`src/rtl/press_classifier_pkg.sv`:
```
// rtl/press_classifier_pkg.sv - shared state encoding and event codes for press_classifier
package press_classifier_pkg;

  typedef enum logic [1:0] {
    IDLE  = 2'd0,
    HELD  = 2'd1,
    GAP   = 2'd2,
    HELD2 = 2'd3
  } state_e;

  localparam logic [1:0] EVT_NONE   = 2'b00;
  localparam logic [1:0] EVT_SHORT  = 2'b01;
  localparam logic [1:0] EVT_LONG   = 2'b10;
  localparam logic [1:0] EVT_DOUBLE = 2'b11;

endpackage

```
`src/rtl/us_tick_gen.sv`:
```
// rtl/us_tick_gen.sv - microsecond prescaler with synchronous clear and tick output
module us_tick_gen #(
  parameter int unsigned CNT_1US = 100
) (
  input  logic clk,
  input  logic rst_n,
  input  logic clr,
  output logic tick
);

  localparam int unsigned CW = (CNT_1US > 1) ? $clog2(CNT_1US) : 1;

  logic [CW-1:0] cnt_q;
  logic [CW-1:0] cnt_d;

  // tick on the last count; clear restarts the microsecond from zero
  always_comb begin
    tick  = (cnt_q == CW'(CNT_1US - 1));
    cnt_d = cnt_q;
    if (clr || tick) begin
      cnt_d = '0;
    end else begin
      cnt_d = cnt_q + CW'(1);
    end
  end

  // prescaler count register
  always_ff @(posedge clk or negedge rst_n) begin
    if (!rst_n) begin
      cnt_q <= '0;
    end else begin
      cnt_q <= cnt_d;
    end
  end

endmodule

```
`src/rtl/press_classifier.sv`:
```
// rtl/press_classifier.sv - classify qualified presses as short/long/double; PRESS_CLASSIFIER_OVF_EN adds sticky drop flag
module press_classifier
  import press_classifier_pkg::*;
#(
  parameter int unsigned CNT_1US    = 100,
  parameter int unsigned LONG_US    = 1000,
  parameter int unsigned DBL_GAP_US = 300,
  parameter int unsigned US_W       = 16
) (
  input  logic            clk,
  input  logic            rst_n,
  input  logic            level_in,
  input  logic            qual_pulse,
`ifdef PRESS_CLASSIFIER_OVF_EN
  input  logic            ovf_clr,
  output logic            evt_ovf,
`endif
  output logic            evt_valid,
  input  logic            evt_ready,
  output logic [1:0]      evt_code,
  output logic [US_W-1:0] evt_hold_us
);

  localparam logic [US_W-1:0] HOLD_MAX = '1;

  state_e          state_q, state_d;
  logic [US_W-1:0] hold_q, hold_d;
  logic [US_W-1:0] hold1_q, hold1_d;
  logic [US_W-1:0] gap_q, gap_d;

  logic            tick;
  logic            tick_clr;
  logic            hold_long;
  logic            gap_done;
  logic [US_W-1:0] hold_inc;

  logic            emit;
  logic [1:0]      emit_code;
  logic [US_W-1:0] emit_hold;

  logic            evt_valid_q, evt_valid_d;
  logic [1:0]      evt_code_q, evt_code_d;
  logic [US_W-1:0] evt_hold_q, evt_hold_d;

  // every state entry restarts the microsecond so counts align to the entry cycle
  assign tick_clr = (state_d != state_q);

  us_tick_gen #(
    .CNT_1US(CNT_1US)
  ) u_tick (
    .clk  (clk),
    .rst_n(rst_n),
    .clr  (tick_clr),
    .tick (tick)
  );

  // comparisons done at 32 bits so thresholds wider than the counters stay correct
  assign hold_long = (32'(hold_q) >= LONG_US);
  assign gap_done  = tick && ((32'(gap_q) + 32'd1) >= DBL_GAP_US);
  assign hold_inc  = (hold_q == HOLD_MAX) ? hold_q : hold_q + US_W'(1);

  // press state machine: next state, counters and the one-cycle emit request
  always_comb begin
    state_d   = state_q;
    hold_d    = hold_q;
    hold1_d   = hold1_q;
    gap_d     = gap_q;
    emit      = 1'b0;
    emit_code = EVT_NONE;
    emit_hold = '0;
    case (state_q)
      IDLE: begin
        if (qual_pulse) begin
          state_d = HELD;
          hold_d  = US_W'(1);
        end
      end
      HELD: begin
        if (!level_in) begin
          if (hold_long) begin
            emit      = 1'b1;
            emit_code = EVT_LONG;
            emit_hold = hold_q;
            state_d   = IDLE;
            hold_d    = '0;
          end else begin
            hold1_d = hold_q;
            gap_d   = '0;
            state_d = GAP;
          end
        end else if (tick) begin
          hold_d = hold_inc;
        end
      end
      GAP: begin
        // a second press beats a timeout landing in the same cycle
        if (qual_pulse) begin
          state_d = HELD2;
          hold_d  = US_W'(1);
        end else if (gap_done) begin
          emit      = 1'b1;
          emit_code = EVT_SHORT;
          emit_hold = hold1_q;
          state_d   = IDLE;
          gap_d     = '0;
          hold_d    = '0;
        end else if (tick) begin
          gap_d = gap_q + US_W'(1);
        end
      end
      HELD2: begin
        if (!level_in) begin
          emit      = 1'b1;
          emit_code = EVT_DOUBLE;
          emit_hold = hold_q;
          state_d   = IDLE;
          hold_d    = '0;
          gap_d     = '0;
        end else if (tick) begin
          hold_d = hold_inc;
        end
      end
      default: begin
        state_d = IDLE;
      end
    endcase
  end

  // press state and counter registers
  always_ff @(posedge clk or negedge rst_n) begin
    if (!rst_n) begin
      state_q <= IDLE;
      hold_q  <= '0;
      hold1_q <= '0;
      gap_q   <= '0;
    end else begin
      state_q <= state_d;
      hold_q  <= hold_d;
      hold1_q <= hold1_d;
      gap_q   <= gap_d;
    end
  end

  // one-entry output buffer: accept frees it, an emit into a full unaccepted buffer is lost
  always_comb begin
    evt_valid_d = evt_valid_q;
    evt_code_d  = evt_code_q;
    evt_hold_d  = evt_hold_q;
    if (evt_valid_q && evt_ready) begin
      evt_valid_d = 1'b0;
    end
    if (emit && (!evt_valid_q || evt_ready)) begin
      evt_valid_d = 1'b1;
      evt_code_d  = emit_code;
      evt_hold_d  = emit_hold;
    end
  end

  // output buffer registers
  always_ff @(posedge clk or negedge rst_n) begin
    if (!rst_n) begin
      evt_valid_q <= 1'b0;
      evt_code_q  <= EVT_NONE;
      evt_hold_q  <= '0;
    end else begin
      evt_valid_q <= evt_valid_d;
      evt_code_q  <= evt_code_d;
      evt_hold_q  <= evt_hold_d;
    end
  end

  assign evt_valid   = evt_valid_q;
  assign evt_code    = evt_code_q;
  assign evt_hold_us = evt_hold_q;

`ifdef PRESS_CLASSIFIER_OVF_EN
  logic ovf_q, ovf_d;
  logic ovf_set;

  assign ovf_set = emit && evt_valid_q && !evt_ready;

  // sticky drop flag; a drop in the same cycle as a clear keeps it set
  always_comb begin
    ovf_d = ovf_q;
    if (ovf_set) begin
      ovf_d = 1'b1;
    end else if (ovf_clr) begin
      ovf_d = 1'b0;
    end
  end

  // drop flag register
  always_ff @(posedge clk or negedge rst_n) begin
    if (!rst_n) begin
      ovf_q <= 1'b0;
    end else begin
      ovf_q <= ovf_d;
    end
  end

  assign evt_ovf = ovf_q;
`endif

endmodule

```
`config.mk`:
```
export PLATFORM = sky130hd
export DESIGN_NAME = press_classifier
export DESIGN_NICKNAME = d
export VERILOG_FILES = /design/src/rtl/press_classifier_pkg.sv /design/src/rtl/us_tick_gen.sv /design/src/rtl/press_classifier.sv
export SDC_FILE = /design/constraint.sdc
export NUM_CORES = 1
export LEC_CHECK = 0
export ABC_CLOCK_PERIOD_IN_PS = 4100
export CAP_MARGIN = 20
export CORE_ASPECT_RATIO = 0.75
export CORE_UTILIZATION = 24
export DETAILED_ROUTE_END_ITERATION = 7
export SLEW_MARGIN = 20
export SYNTH_ARGS = -nofsm -noshare
export SYNTH_HDL_FRONTEND = slang
export SYNTH_HIERARCHICAL = 1
export SYNTH_SLANG_ARGS = --single-unit
```
`constraint.sdc`:
```
create_clock -name clk -period 4.1 [get_ports clk]
set_clock_uncertainty 0.15 [all_clocks]
set_input_delay 1.23 -clock clk [delete_from_list [all_inputs] [get_ports clk]]
set_output_delay 1.23 -clock clk [all_outputs]
set_load 0.1 [all_outputs]
```
**Yosys cells after proc, flatten, opt, wreduce, memory -nomap -nowiden**

Cells that the tools add are included.

- Bits in registers: 76
- Input port bits: 5

- Add/subtract/negate cells: 4
- $lt $le $gt $ge: 2
- Eq/ne operators: 14
- Mux-type cells: 44
- Bitwise gates (word level): 2
- Reductions and logical operators: 12

Operators with widths:

| kind | count |
|---|---|
| 2-to-1 mux 16 bit | 19 |
| one-hot mux 16 bit (3 select lines) | 2 |
| one-hot mux 16 bit (4 select lines) | 1 |
| adder 16 x 1 -> 16 bit (second input constant) | 2 |
| 2-to-1 mux 2 bit | 9 |
| adder 16 x 1 -> 17 bit (second input constant) | 1 |
| >= comparator 17 x 9 -> 1 bit (second input constant) | 1 |
| == test 16 bit (second input constant) | 1 |
| >= comparator 16 x 10 -> 1 bit (second input constant) | 1 |
| inequality test 2 bit (second input constant) | 5 |
| 2-to-1 mux 1 bit | 9 |
| inequality test 3 bit (second input constant) | 3 |
| one-hot mux 2 bit (4 select lines) | 1 |
| adder 7 x 1 -> 7 bit (second input constant) | 1 |
| == test 7 bit (second input constant) | 1 |
| 2-to-1 mux 7 bit | 1 |
| one-hot mux 2 bit (3 select lines) | 1 |
| AND reduction 3 bit | 2 |
| AND reduction 6 bit | 1 |
| == test 2 bit (second input constant) | 2 |
| logical AND 1 bit | 3 |
| one-hot mux 1 bit (3 select lines) | 1 |
| nonzero test 3 bit | 1 |
| == test 2 x 1 -> 1 bit (second input constant) | 1 |
| other kinds (6) | 8 |

**Depth between registers and ports, before layout**

Gate-level depths: netlist of run 1.

- Depth in word-level cells: 9
- Depth in mapped cells: 11

**Modules after synthesis**

The synthesis of run 1 kept the hierarchy.

Modules (own cells, without submodules):

| module | instances | cells each | area an instance (um^2) | sequential area each (um^2) |
|---|---|---|---|---|
| press_classifier | 1 | 356 | 3637.2 | 1726.7 |
| us_tick_gen | 1 | 31 | 319.1 | 175.2 |

**Worst setup path after synthesis of run 1**

Ideal clock, no wire load.

- Path type: input to register
- From: in level_in
- To: reg hold_q[0]
- Setup time: 128 ps
- Data arrival time: 2907 ps
- Setup slack: 915 ps
- Cell stages on the path: 6
- Path buffers: 0
- Cell sequence: nand2b_1 -> nor3_2 -> nor2_1 -> o22ai_1 -> or2_1 -> mux2_1

- Longest elaborated chain between the ends: 2

RTL lines:

| what | line | source |
|---|---|---|
| start: declaration | press_classifier.sv:12 | `input logic level_in,` |
| 2-to-1 mux 16 bit (tied with other cells) | press_classifier.sv:112 | `if (!level_in) begin` |
| one-hot mux 16 bit (4 select lines) / AND reduction 3 bit (equally long branches) | - |  |
| end signal: assignment | press_classifier.sv:138 | `hold_q <= hold_d;` |
| end: declaration | press_classifier.sv:27 | `logic [US_W-1:0] hold_q, hold_d;` |

Several ways; a longest one is shown, not always the timed one.
A chain may end at the register's enable or synchronous reset.

**Worst setup path in the final report of run 1**

- From: reg gap_q[0]
- To: reg evt_hold_q[15], in the netlist evt_hold_us[15]

- Longest elaborated chain between the ends: 7

RTL lines:

| what | line | source |
|---|---|---|
| start: declaration | press_classifier.sv:29 | `logic [US_W-1:0] gap_q, gap_d;` |
| start signal: assignment | press_classifier.sv:140 | `gap_q <= gap_d;` |
| adder 16 x 1 -> 17 bit (*) | press_classifier.sv:59 | `assign gap_done = tick && ((32'(gap_q) + 32'd1) >= DBL_GAP_US);` |
| >= comparator 17 x 9 -> 1 bit (*) | press_classifier.sv:59 |  |
| logical AND 1 bit (*) | press_classifier.sv:59 |  |
| 2-to-1 mux 1 bit | press_classifier.sv:100 | `end else if (gap_done) begin` |
| 2-to-1 mux 1 bit | press_classifier.sv:97 | `if (qual_pulse) begin` |
| one-hot mux 1 bit (3 select lines) | press_classifier.sv:71 | `case (state_q)` |
| logical AND 1 bit | press_classifier.sv:152 | `if (emit && (!evt_valid_q \|\| evt_ready)) begin` |
| end signal: assignment | press_classifier.sv:168 | `evt_hold_q <= evt_hold_d;` |
| end: declaration | press_classifier.sv:43 | `logic [US_W-1:0] evt_hold_q, evt_hold_d;` |

Mark *: on every way between the ends. The rest lies on a longest branch, timed or not.

==> results of run 1 <==
==> kinds of logic after synthesis <==
group | Yosys count | synth area share, %
AND/OR/NAND/NOR | 157 | 23.3
AO/OA/AOI/OAI | 98 | 18.0
flip-flops | 76 | 48.1
buffers and inverters | 32 | 3.98
multiplexers | 15 | 4.17
adder cells (fa/ha/maj) | 5 | 1.58
XOR/XNOR | 4 | 0.886
==> synth_stat cells (4+ instances only) <==
cell and instances:
nand2_1 20, a31oi_1 9, ha_1 5, buf_6 4
nand2b_1 4, a21oi_1 17, inv_1 13, buf_2 6
o21ai_0 19, nor3_1 6, nor2b_1 8, a221o_1 17
nor4_1 7, and2_1 23, or4_1 9, nor2_1 27
and3_1 6, nand3_1 13, dfrtp_1 76, clkbuf_1 9
o31ai_1 8, mux2_2 11, nand4_1 12
==> power groups by stage <==
stage          logic (W)  clock network, W  registers (W)
3_5_place_dp    0.000376                 0       0.000863
4_1_cts         0.000378          0.000837       0.000850
5_1_grt         0.000404          0.000872       0.000859
6_report        0.000373          0.000818       0.000850
2_1_floorplan   0.000163                 0       0.000969
3_3_place_gp    0.000370                 0       0.000862
==> sequential cells by signal, indices dropped and copies added, names as in the netlist <==
name / count
state_q: 2
hold_q: 16
hold1_q: 16
evt_code: 2
gap_q: 16
evt_valid: 1
u_tick/cnt_q: 7
evt_hold_us: 16
==> routing by layer <==
layer	routed length (µm)	part of all wire [%]
met5	0	0
met3	383	4.1
met1	4580	49
met4	121	1.3
met2	4170	45
==> cell type report <==
| class | count | area share, % |
|---|---|---|
| inverter | 13 | 1.05 |
| clock buffer | 10 | 5.13 |
| sequential | 76 | 40.9 |
| timing repair buffer | 30 | 5.05 |
| clock inverter | 6 | 1.51 |
| tap | 210 | 5.65 |
| multi-input combinational | 279 | 40.8 |
==> worst min path at each step <==
stage                     cells past startpoint  slack [ns]               to
final                                         1        0.31  u_tick/cnt_q[0]
after global routing                          1        0.35  u_tick/cnt_q[0]
after CTS                                     1        0.32  u_tick/cnt_q[0]
after detailed placement                      1        0.31  u_tick/cnt_q[0]
after global placement                        1        0.30  u_tick/cnt_q[0]
after floorplan                               1        0.28  u_tick/cnt_q[0]
==> through the flow <==
stage	total power [W]	setup slack [ns]	instances	area, µm²
6_report	0.00204	0.618	624	4650
5_1_grt	0.00214	0.305	624	4650
4_1_cts	0.00206	0.605	624	4650
3_5_place_dp	0.00124	0.494	608	4350
3_3_place_gp	0.00123	0.556	608	4350
2_1_floorplan	0.00113	0.915	387	3960
==> placed cells by master, fill, tap and decap left out, drive strengths merged, types with 11 or more instances in the layout <==
cell type	instances
o21ai	20
nor4	11
nand4	12
nand2	20
a21oi	17
nand3	13
nor2	27
mux2	12
and2	24
dfrtp	76
a221o	17
buf	26
inv	15
==> metrics, run 1 <==
CP startpoint kind flip-flop; Port Buffers 23; DRC Markers 0; Area Growth Syn to Fin 17.6%; worst vdd ir 0.169 mV; Min Hold Slack 0.314 ns; Levels on crit path 9; clock share of power 40.1%; CTS tree yes; Resize count post-CTS 0; end of the critical path evt_hold_us[15]; Crit Path Category reg -> reg; final setup vio count 0; Reg2Reg Setup Slack 0.62 ns; power density over cell area 438 mW/mm²; final wirelength 9250 µm; Mean Syn Cell Area 10.2 µm²; Slowest-stage cell, CP dfrtp_1; sequential share of the synthesized area 48.1%; FFs w/ async S/R, synth 100%; IO Pins 24; fin. max-slew vios 0; Overflow after GRT 0; Iter 0 DRT Violations 209; leakage power total 2.00 nW; grt met1 use 16.7%; total of warnings raised by yosys 6; WL per Instance 14.8 µm; CTS H-Tree Depth 3; Yosys cell types 61; drt pass-1 iters 4; CP required 4.23 ns; post-layout minimum cycle time 3.48 ns; GR peak layer met2; max frequency 287 MHz; number of synthesized flops with an enable pin 0; Gate Count Post-Synth 387; CTS Hold Bufs 0; Yosys reg bits 76; worst path cell trace ha_1 > nand3_1 > nor4_1 > nand2_1 > a211o_1 > o31ai_2 > a21o_1 > buf_4 > a221o_1; Seq pwr share 41.6%; worst hold-check path type reg -> reg; met2 Use GR 17.3%; Power Internal 0.00139 W; CP endpoint kind flip-flop; worst reg2reg endpoint evt_hold_us[15]; storage element area 0.00190 mm²; largest net degree at the start of global routing 77; share of the synthesized area in the top cell type 48.1%; initial core utilization 24.6%; die span in y 113 µm; status finished, final reports clean; critical-path maximum fanout 11; clock slew at reported path FFs 0.06 ns; CP peak stage delay 0.48 ns; Final Hold Fails 0; largest delay contributor family on the critical path compound AO/OA/AOI/OAI gates; fin crit share 84.9%; unrepaired setup endpoints after global routing no; Logic pwr share 18.3%; setup TNS 0 ns; via count 3126; clock root cell clkbuf_16; Main synth FF type dfrtp_1; Min-Delay Startpoint u_tick/cnt_q[0]; Sw Share 31.7%; Mapped Nets 397; vias in the first global route 3045; Max Cap Viol 0; total CTS buffers 9; Finished Core Util 29.0%; gr usage total 11.9%; grt met3 use 3.27%; WP data arrival 3.61 ns; gp weighted congestion 0.874; # fillers 1670; Psw 0.000647 W; CORE AREA 0.0161 mm²; mean number of vias per cell 5.01; worst-margin pin slew 0.968 ns; setup bufs post-CTS 0; Synth area leader dfrtp_1; number of antenna-violating nets in the routed design 0; area of the multi-input gates 0.00190 mm²; worst-case clock buffer depth 2; antenna violations before repair 0; RR Startpoint gap_q[0]; most area-consuming cells after synthesis dfrtp_1 48%, a221o_1 4.3%, and2_1 3.6%; share of cells above drive strength 1 16.2%; layout net count 419; cell row count 40; worst setup path start gap_q[0]; Slew headroom 35.5%; cell area after synthesis 0.00396 mm²; Reg2Reg Depth 9; Final HPWL DP 6370 µm; DIE AREA 0.0170 mm²; first-pass GRT wire length 15800 µm; chip width 150 µm; WP buf/inv 1; Clock Latency Late Sink 0.34 ns; clock sinks 76; ant diodes 0
No activity file was read; power rests on OpenSTA's default activity.
==> run 2, diff against run 1 <==
--- a/config.mk
+++ b/config.mk
@@ -5,7 +5,7 @@
 export SDC_FILE = /design/constraint.sdc
 export NUM_CORES = 1
 export LEC_CHECK = 0
-export ABC_CLOCK_PERIOD_IN_PS = 4100
+export ABC_CLOCK_PERIOD_IN_PS = 3300
 export CAP_MARGIN = 20
 export CORE_ASPECT_RATIO = 0.75
 export CORE_UTILIZATION = 24
==> constraint.sdc (replaced) <==
create_clock -name clk -period 3.3 [get_ports clk]
set_clock_uncertainty 0.15 [all_clocks]
set_input_delay 0.99 -clock clk [delete_from_list [all_inputs] [get_ports clk]]
set_output_delay 0.99 -clock clk [all_outputs]
set_load 0.1 [all_outputs]
==> run 2 against run 1 <==
  * Non-clock buffer count up 20
  * Die area did not move
  * Highest routed layer unchanged
  * Fmax increased by 13%
  * Sequential share of layout area down 1.4 points
  * Power increased by 26%
  * Global-route usage fell by 0.066 points
  * Flip-flop and latch count unchanged
  * Combinational power grew 31%
  * Register-to-register slack got worse by 0.39 ns
  * Critical path depth rose by 1
==> metrics, run 2 (synthesized netlist as in run 1, its figures left out) <==
clock slew at reported path FFs 0.06 ns; leakage power total 2.11 nW; Port Buffers 23; Reg2Reg Depth 10; fin. max-slew vios 0; initial core utilization 24.6%; DIE AREA 0.0170 mm²; largest delay contributor family on the critical path simple AND/OR/NAND/NOR gates; worst reg2reg endpoint hold_q[13]; ant diodes 0; RR Startpoint gap_q[0]; worst-margin pin slew 0.697 ns; Finished Cell Area 0.00482 mm²; CP peak stage delay 0.51 ns; clock root cell clkbuf_16; DRC Markers 0; most frequent cells in the layout 76 x dfrtp_1, 46 x buf_4, 27 x nor2_1; clock sinks 76; final setup vio count 0; total CTS buffers 9; Slowest-stage cell, CP or4_1; mean number of vias per cell 4.90; Overflow after GRT 0; worst path cell trace ha_1 > nand3_1 > o21ai_0 > nor4bb_1 > buf_4 > a211oi_4 > nor4_2 > buf_4 > or4_1 > a21oi_1; number of antenna-violating nets in the routed design 0; worst vdd ir 0.299 mV; Iter 0 DRT Violations 167; status finished, final reports clean; commonest non-fill, non-tap cell in the layout dfrtp_1; CP startpoint kind flip-flop; Area Growth Syn to Fin 21.9%; gp weighted congestion 0.869; drt pass-1 iters 4; Slew headroom 53.2%; WL per Instance 14.3 µm; Finished Core Util 30.0%; WP buf/inv 2; final wirelength 9220 µm; Crit Path Category reg -> reg; Clock Latency Late Sink 0.34 ns; via count 3157; Max Cap Viol 0; dpl cell area 0.00449 mm²; first-pass GRT wire length 15700 µm; gr usage total 11.8%; Worst Hold End u_tick/cnt_q[0]; CP endpoint kind flip-flop; hold depth 1; die span in y 113 µm; largest net degree at the start of global routing 77; setup TNS 0 ns; Levels on crit path 10; CP required 3.42 ns; worst hold-check path type reg -> reg; share of cells above drive strength 1 20.5%; chip width 150 µm; Final WS setup 0.223 ns; Most Frequent Cell on Critical Path buf_4; worst-case clock buffer depth 2; antenna violations before repair 0; CTS tree yes; unrepaired setup endpoints after global routing no; Min-Delay Startpoint u_tick/cnt_q[0]; power density over cell area 532 mW/mm²; critical-path maximum fanout 20; post-layout minimum cycle time 3.08 ns; Final HPWL DP 6510 µm; CORE AREA 0.0161 mm²; vias in the first global route 3068; layout net count 439; Overall Power 0.00257 W; max frequency 325 MHz; fin crit share 93.2%; Final Hold Fails 0; WP data arrival 3.19 ns; cell row count 40; pre-CTS setup slack 0.0627 ns; Reg2Reg Setup Slack 0.22 ns; CTS H-Tree Depth 3; IO Pins 24
## run 2: how the worst max path moves through the flow
stage | from | endpoint | slack [ns]
floorplan | gap_q[0] | evt_hold_us[7] | 0.35
global placement | level_in | hold_q[0] | 0.09
detailed placement | level_in | hold_q[4] | 0.06
CTS | gap_q[0] | hold_q[13] | 0.16
global route | gap_q[0] | hold_q[0] | 0.002
finish | gap_q[0] | hold_q[13] | 0.22
## run 2: cell type report
class                      count  area [µm²]
clock inverter                 6        70.1
tap                          210         263
multi-input combinational    279        1900
timing repair buffer          50         395
clock buffer                  10         239
inverter                      13        48.8
sequential                    76        1900
fill                        1660       11200
## run 2: worst reg2reg max path, stage by stage (launching register included)
cell      delay, ns
dfrtp_1        0.40
ha_1           0.27
nand3_1        0.25
o21ai_0        0.40
nor4bb_1       0.13
buf_4          0.16
a211oi_4       0.28
nor4_2         0.08
buf_4          0.21
or4_1          0.52
a21oi_1        0.15
## run 2: metal layers
| layer | part of all wire [%] | vias up | global-route usage (%) |
|---|---|---|---|
| li1 | - | 1540 | - |
| met1 | 51 | 1551 | 17.0 |
| met2 | 43 | 58 | 16.9 |
| met3 | 4.3 | 8 | 3.31 |
| met4 | 1.2 | 0 | 3.91 |
| met5 | 0 | - | 0 |
## run 2: power by group
group | internal [W] | switching, W
sequential | 0.000994 | 0.0000624
combinational | 0.000148 | 0.000340
clock | 0.000611 | 0.000411
## run 2: what timing repair did
action                     in CTS  in global routing
buffers inserted                0                  2
hold buffers                    0                  0
gates resized for setup         0                  1
setup endpoints to repair       0                 28
## run 2: stage by stage
stage,hold WS (ns),cells
after global routing,0.356,644
final,0.315,644
after floorplan,0.282,387
after detailed placement,0.310,626
after CTS,0.318,642
after global placement,0.296,626
==> run 3, diff against run 2 <==
--- a/config.mk
+++ b/config.mk
@@ -5,11 +5,12 @@
 export SDC_FILE = /design/constraint.sdc
 export NUM_CORES = 1
 export LEC_CHECK = 0
-export ABC_CLOCK_PERIOD_IN_PS = 3300
+export ABC_CLOCK_PERIOD_IN_PS = 3600
 export CAP_MARGIN = 20
 export CORE_ASPECT_RATIO = 0.75
 export CORE_UTILIZATION = 24
 export DETAILED_ROUTE_END_ITERATION = 7
+export PLACE_DENSITY_LB_ADDON = 0.05
 export SLEW_MARGIN = 20
 export SYNTH_ARGS = -nofsm -noshare
 export SYNTH_HDL_FRONTEND = slang
==> constraint.sdc (replaced) <==
create_clock -name clk -period 3.6 [get_ports clk]
set_clock_uncertainty 0.15 [all_clocks]
set_input_delay 1.08 -clock clk [delete_from_list [all_inputs] [get_ports clk]]
set_output_delay 1.08 -clock clk [all_outputs]
set_load 0.1 [all_outputs]
==> run 3 against run 2 <==
  * Flip-flop and latch count is the same
  * Power shrank 9.5%
  * Die area is the same
  * Setup slack lost 0.0011 ns
  * Final area shrank 1.8%
  * Via count shrank 1.1%
  * Critical path type unchanged
  * Largest cell class unchanged
  * Highest routed layer unchanged
==> metrics, run 3 (synthesized netlist as in run 1, its figures left out) <==
max frequency 296 MHz; Slowest-stage cell, CP or4_1; CP required 3.74 ns; critical-path maximum fanout 12; gp weighted congestion 0.756; fin crit share 93.8%; worst path cell trace ha_2 > and3_1 > nand3_1 > or4_4 > a211oi_4 > nor4_2 > buf_4 > or4_1 > a21oi_1; gr usage total 13.9%; WP data arrival 3.51 ns; Resize count post-CTS 0; worst hold-check path type reg -> reg; mean number of vias per cell 4.91; fin. max-slew vios 0; CP startpoint kind flip-flop; Area Growth Syn to Fin 19.7%; ant diodes 0; first-pass GRT wire length 17600 µm; status finished, final reports clean; share of cells above drive strength 1 19.0%; CP endpoint kind flip-flop; most frequent cells in the layout 76 x dfrtp_1, 38 x buf_4, 27 x nor2_1; clock sinks 76; Port Buffers 23; setup bufs post-CTS 0; dpl cell area 0.00443 mm²; CTS H-Tree Depth 3; Max Cap Viol 0; drt pass-1 iters 4; Finished Cell Area 0.00473 mm²; Clock Latency Late Sink 0.36 ns; layout net count 431; vias in the first global route 3053; cell row count 40; initial core utilization 24.6%; CTS tree yes; CP peak stage delay 0.51 ns; final setup vio count 0; Slew headroom 40.8%; clock slew at reported path FFs 0.07 ns; via count 3123; DRC Markers 0; worst vdd ir 0.263 mV; die span in y 113 µm; Overflow after GRT 0; number of antenna-violating nets in the routed design 0; post-layout minimum cycle time 3.38 ns; CTS Hold Bufs 0; Crit Path Category reg -> reg; Final HPWL DP 7180 µm; Final Hold Fails 0; WL per Instance 16.9 µm; leakage power total 2.05 nW; Overall Power 0.00232 W; clock root cell clkbuf_16; largest net degree at the start of global routing 77; total CTS buffers 9; chip width 150 µm; worst-case clock buffer depth 2; power density over cell area 490 mW/mm²; DIE AREA 0.0170 mm²; Iter 0 DRT Violations 140; commonest non-fill, non-tap cell in the layout dfrtp_1; CORE AREA 0.0161 mm²; final wirelength 10800 µm; antenna violations before repair 0; worst-margin pin slew 0.881 ns; IO Pins 24
==> run 3: changes by cell type in the layout (fill, tap and decap cells not counted), sizes merged <==
cell,before,now
buf,47,39
bufinv,1,0
clkinvlp,3,4
==> run 3: layout make-up <==
type                       instances  area [µm²]
fill                            1681       11300
multi-input combinational        279        1910
sequential                        76        1900
timing repair buffer              42         327
tap                              210         263
clock buffer                      10         239
inverter                          13        48.8
clock inverter                     6        47.5
==> run 3: worst max-delay path: cells and delay by family, from the launching register on <==
family | cells | cell delay [ns]
AO/OA/AOI/OAI | 2 | 0.60
flip-flops | 1 | 0.48
adder cells (fa/ha/maj) | 1 | 0.34
AND/OR/NAND/NOR | 5 | 1.52
buffers and inverters | 1 | 0.21
==> run 3: path summary, 6_finish.rpt <==
path,from,endpoint,slack (ns),cells after the start
setup / recovery,gap_q[0],hold_q[13],0.22,9
setup reg to reg,gap_q[0],hold_q[13],0.22,9
hold reg to reg,u_tick/cnt_q[0],u_tick/cnt_q[0],0.31,1
hold / removal,u_tick/cnt_q[0],u_tick/cnt_q[0],0.31,1
max in group asynchronous,rst_n,gap_q[3],2.18,1
min in group asynchronous,rst_n,evt_hold_us[15],0.61,1
==> run 3: metrics by stage <==
step | instances | hold slack [ns] | utilization, % | setup TNS [ns] | worst slack [ns]
2_1_floorplan | 387 | 0.282 | - | 0 | 0.565
3_5_place_dp | 620 | 0.312 | 27.6 | 0 | 0.129
5_1_grt | 636 | 0.366 | 29.5 | -0.0227 | -0.0121
4_1_cts | 636 | 0.321 | 29.4 | 0 | 0.0970
6_report | 636 | 0.310 | 29.5 | 0 | 0.222
3_3_place_gp | 620 | 0.311 | 27.6 | 0 | 0.0817
==> run 3: per-layer routing <==
layer | routed length (µm) | GRT usage [%] | up-vias
met4 | 236 | 6.46 | 0
li1 | - | - | 1523
met5 | 0 | 0 | -
met1 | 5900 | 20.8 | 1523
met2 | 4230 | 18.3 | 62
met3 | 389 | 3.35 | 15
==> run 3: report_power, final <==
group,internal [W],switching (W),leakage (nW),total (W)
clock network,0.000490,0.000403,0.128,0.000894
registers,0.000911,0.0000580,1.04,0.000969
logic,0.000135,0.000325,0.880,0.000460
